<file path="src/rtl/adders_tree.sv">
// Two-stage pipelined adder tree: registers a+b and c+d, then presents
// both partial sums and their total as one registered, valid-qualified set.
module adders_tree #(
  parameter int unsigned WA = 4,
  parameter int unsigned WC = 8
) (
  input  logic          clk,
  input  logic          rst_n,
  input  logic          in_valid,
  input  logic [WA-1:0] a,
  input  logic [WA-1:0] b,
  input  logic [WC-1:0] c,
  input  logic [WC-1:0] d,
  output logic [WA:0]   sum1,
  output logic [WC:0]   sum2,
  output logic [WC+1:0] sum3,
  output logic          out_valid
);

  localparam int unsigned WS1 = WA + 1;
  localparam int unsigned WS2 = WC + 1;
  localparam int unsigned WS3 = WC + 2;

  if (WC < WA) begin : g_bad_widths
    $error("adders_tree: WC must be >= WA");
  end

  logic [WS1-1:0] p1_q;
  logic [WS2-1:0] p2_q;
  logic           v1_q;
  logic [WS1-1:0] sum1_q;
  logic [WS2-1:0] sum2_q;
  logic [WS3-1:0] sum3_q;
  logic           out_valid_q;

  // Stage 1: partial sums, loaded only for qualified samples.
  always_ff @(posedge clk or negedge rst_n) begin
    if (!rst_n) begin
      p1_q <= '0;
      p2_q <= '0;
      v1_q <= 1'b0;
    end else begin
      v1_q <= in_valid;
      if (in_valid) begin
        p1_q <= WS1'(a) + WS1'(b);
        p2_q <= WS2'(c) + WS2'(d);
      end
    end
  end

  // Stage 2: all three results captured together so they never mix samples.
  always_ff @(posedge clk or negedge rst_n) begin
    if (!rst_n) begin
      sum1_q      <= '0;
      sum2_q      <= '0;
      sum3_q      <= '0;
      out_valid_q <= 1'b0;
    end else begin
      out_valid_q <= v1_q;
      if (v1_q) begin
        sum1_q <= p1_q;
        sum2_q <= p2_q;
        sum3_q <= WS3'(p1_q) + WS3'(p2_q);
      end
    end
  end

  assign sum1      = sum1_q;
  assign sum2      = sum2_q;
  assign sum3      = sum3_q;
  assign out_valid = out_valid_q;

endmodule

</file>
<file path="config.mk">
export PLATFORM = sky130hd
export DESIGN_NAME = adders_tree
export DESIGN_NICKNAME = d
export VERILOG_FILES = /design/src/rtl/adders_tree.sv
export SDC_FILE = /design/constraint.sdc
export NUM_CORES = 1
export LEC_CHECK = 0
export BUFFER_PORTS_ARGS = -buffer_cell sky130_fd_sc_hd__buf_2
export CORE_ASPECT_RATIO = 1.75
export CORE_MARGIN = 2
export CORE_UTILIZATION = 48
export CTS_CLUSTER_DIAMETER = 200
export DETAILED_ROUTE_END_ITERATION = 12
export GPL_ROUTABILITY_DRIVEN = 0
export PLACE_DENSITY = 0.85
export RECOVER_POWER = 50
export SYNTH_ARGS = -nofsm -noshare
export SYNTH_HDL_FRONTEND = slang
export SYNTH_SLANG_ARGS = --single-unit
</file>
<file path="constraint.sdc">
create_clock -name clk -period 1.68 [get_ports clk]
set_input_delay 0.252 -clock clk [delete_from_list [all_inputs] [get_ports clk]]
set_output_delay 0.252 -clock clk [all_outputs]
set_load 0.005 [all_outputs]
</file>
==> run_results.csv <==
group,metric,value,unit
place,post_dp_cell_area,2670,sq um
detailed_routing,routed_wl,4690,um
synth,synth_top_area_share,45.5,%
clock_network,htree_levels,2,
finish,drive_gt1_share,40.9,%
worst_setup_path,path_class,"reg -> reg",
timing,setup_violations,3,
power_and_ir_drop,p_sw_share,30.4,%
global_route,grt_pass1_wl,7740,um
global_route,grt_util_all_layers,20.6,%
detailed_routing,firstDrtPassIters,4,
worst_setup_path,critPathMaxStageDelay,0.39,ns
synth,synth_top_area_cell,"dfrtp_1",
worst_setup_path,crit_chain,"ha_2 > fa_2 > a21o_2 > a311oi_4 > or3_1 > a31oi_1",
timing,slew_headroom,36.3,%
clock_network,tritoncts,"built",
finish,final_area,2790,sq um
clock_network,insertion_delay,0.28,ns
hold_path,hold_path.class,"in -> reg",
power_and_ir_drop,vdd_drop_max,0.676,mV
synth,synth_area_leaders,"dfrtp_1 (45%), mux2_2 (10%), ha_1 (9.7%)",
detailed_routing,post_drt_wl_per_cell,14.9,um
timing,finalCriticalPeriod,1.76,ns
global_route,grt_max_degree,41,
power_and_ir_drop,power.total,3080,uW
timing,rsz0062_at_grt,"true",
worst_setup_path,required,1.85,ns
die,dieWidth,55.2,um
detailed_routing,drcViolationCount,0,
timing,period_share,105,%
synth,syn-cell-area,2200,sq um
worst_setup_path,cp-end-kind,"flip-flop",
power_and_ir_drop,intPower,2150,uW
die,die_height,93.6,um
power_and_ir_drop,power.share.sequential,43.2,%
timing,fmax,568,MHz
synth,postSynthCellCount,192,
die,core_area,4400,sq um
power_and_ir_drop,p_sw,939,uW
finish,layout.nets,311,
synth,avgSynthCellArea,11.5,sq um
die,rows,32,
clock_network,clkTransAtPathRegs,0.07,ns
clock_network,numCtsBuffers,5,
timing,maxSlewViolCount,0,
synth,synth_ff_type,"dfrtp_1",
clock_network,cts-root-buf,"clkbuf_8",
global_route,antenna_found_initial,0,
die,ioPinCount,52,
worst_setup_path,rr_worst_depth,6,
power_and_ir_drop,p_leak,0.00131,uW
finish,area_growth,26.9,%
timing,setup_ws,-0.0808,ns
run_status,outcome,"finished, violations left",
worst_setup_path,crit_fanout,4,
finish,mostFrequentLayoutCells,"buf_2 (49), dfrtp_1 (40), mux2_2 (20)",
detailed_routing,drtAntennaViolNets,0,
detailed_routing,vias,1764,
power_and_ir_drop,clkPwrFrac,21.4,%
place,dpl.hpwl,3560,um
power_and_ir_drop,combinationalPowerShare,35.4,%
place,portBuffers,51,
worst_setup_path,regToRegSetupSlack,-0.08,ns
global_route,gr-total-overflow,0,
worst_setup_path,critPathSlowestCell,"dfrtp_1",
synth,ys_warn_count,0,
detailed_routing,viasPerCell,5.60,
detailed_routing,first_iter_violations,21,
clock_network,clock_sinks,40,
power_and_ir_drop,powerDensity,1100,nW/um^2
flow_run,cap_violations,0,
global_route,grt_pass1_vias,1727,
synth,synth-edff-count,0,
timing,fin_worst_skew,0.00330,ns
synth,synth_nets,239,
hold_path,hold_depth,3,
worst_setup_path,critPathLaunchType,"flip-flop",
hold_path,min_from,"b[0]",
finish,antennaDiodeCount,0,
synth,yosysSeqAreaShare,45.5,%
worst_setup_path,arrival,1.93,ns
timing,tightest_slew,0.955,ns
die,die_area,5160,sq um
worst_setup_path,reg2reg_from,"p1_q[0]$_DFFE_PN0P_",
timing,hold_violations,0,
synth,async_flop_share,100,%
die,initial_core_util,50.0,%
run_status,violations,"negative setup slack",
finish,final_common_cell,"buf_2",
synth,synth-seq-cells,40,
worst_setup_path,r2r_end,"sum3[8]$_DFFE_PN0P_",
clock_network,cts_buffer_depth,2,
hold_path,min_to,"p1_q[0]$_DFFE_PN0P_",
synth,ys_types,47,
-- final cells by class --
class                           count  area, sq um
Tap cell                           51         63.8
Multi-Input combinational cell    134         1180
Clock buffer                        7         96.3
Fill cell                         376         1610
Sequential cell                    40         1000
Timing Repair Buffer               70          404
Inverter                           13         48.8
-- per-stage QoR --
step | hold slack [ns] | setup TNS (ns) | util, % | std cells | worst slack [ns]
2_1_floorplan | -0.0436 | -0.0967 | - | 192 | -0.0503
3_3_place_gp | 0.231 | -0.473 | 60.5 | 307 | -0.133
3_5_place_dp | 0.235 | -0.617 | 60.5 | 307 | -0.130
4_1_cts | 0.332 | -0.161 | 63.6 | 315 | -0.0774
5_1_grt | 0.340 | -0.611 | 63.4 | 315 | -0.186
6_report | 0.327 | -0.184 | 63.4 | 315 | -0.0808
-- synth_stat cells, drive strengths merged (2+ instances only) --
cell type   n
a211oi      7
a21o        6
a21oi       8
a31oi       3
and2        3
and3        2
buf         4
dfrtp      40
fa          3
ha         17
inv        12
mux2       20
nand2       9
nand3b      3
nor2        6
nor3        2
nor3b       2
o211ai      2
o21ai      11
o21bai      2
o2bb2ai     3
o31ai       3
or3         2
xnor2       5
-- power groups by stage --
stage                     Clock (uW)  Sequential (uW)  Combinational (uW)
after global placement             0             1330                1000
after floorplan                    0             1330                 591
after CTS                        668             1330                1090
final                            662             1330                1090
after detailed placement           0             1340                1050
after global routing             711             1370                1220
-- cells by family after synthesis --
logic type      Yosys count  share of synthesized area [%]
mux                      21                           10.7
buf+inv                  18                           3.41
flops                    40                           45.5
xor+xnor                  5                           1.99
fa+ha+maj                20                           12.4
compound gates           53                           17.1
simple gates             35                           8.93
-- routing by layer --
metal / routed length, um / up-vias / GRT usage [%] / part of all wire [%]
met1: 1810 / 849 / 23.6 / 38
met5: 0 / - / 0 / 0
met2: 2570 / 48 / 36.2 / 55
li1: - / 853 / - / -
met3: 182 / 14 / 3.19 / 3.9
met4: 139 / 0 / 8.33 / 3.0
-- sequential cells by signal, indices dropped and copies added (netlist names) --
signal	flops
sum3	10
p2_q	9
sum2	9
p1_q	5
sum1	5
out_valid	1
v1_q	1
-- worst max-delay path: cells and delay by family (launching register included) --
kind                     cells  cell delay [ns]
AND/OR/NAND/NOR              1             0.15
AO/OA/AOI/OAI                3             0.56
adder cells (fa/ha/maj)      2             0.53
flip-flops                   1             0.39
-- what timing repair did --
item / 4_1_cts / 5_1_grt
hold buffers: 1 / 0
endpoints found under the hold margin: 40 / 0
pin swaps: 4 / 0
buffers inserted: 0 / 0
setup endpoints to repair: 4 / 5
resized for setup: 5 / 1
-- worst max path at each step --
| stage | from | end | slack (ns) | cells past startpoint |
|---|---|---|---|---|
| after detailed placement | c[0] | p2_q[8]$_DFFE_PN0P_ | -0.13 | 7 |
| after floorplan | p1_q[0]$_DFFE_PN0P_ | sum3[6]$_DFFE_PN0P_ | -0.05 | 6 |
| after CTS | p1_q[0]$_DFFE_PN0P_ | sum3[8]$_DFFE_PN0P_ | -0.08 | 6 |
| final | p1_q[0]$_DFFE_PN0P_ | sum3[8]$_DFFE_PN0P_ | -0.08 | 6 |
| after global routing | p1_q[0]$_DFFE_PN0P_ | sum3[8]$_DFFE_PN0P_ | -0.19 | 6 |
| after global placement | c[0] | p2_q[8]$_DFFE_PN0P_ | -0.13 | 7 |
Note: power is estimated with default switching activity, not from simulation.
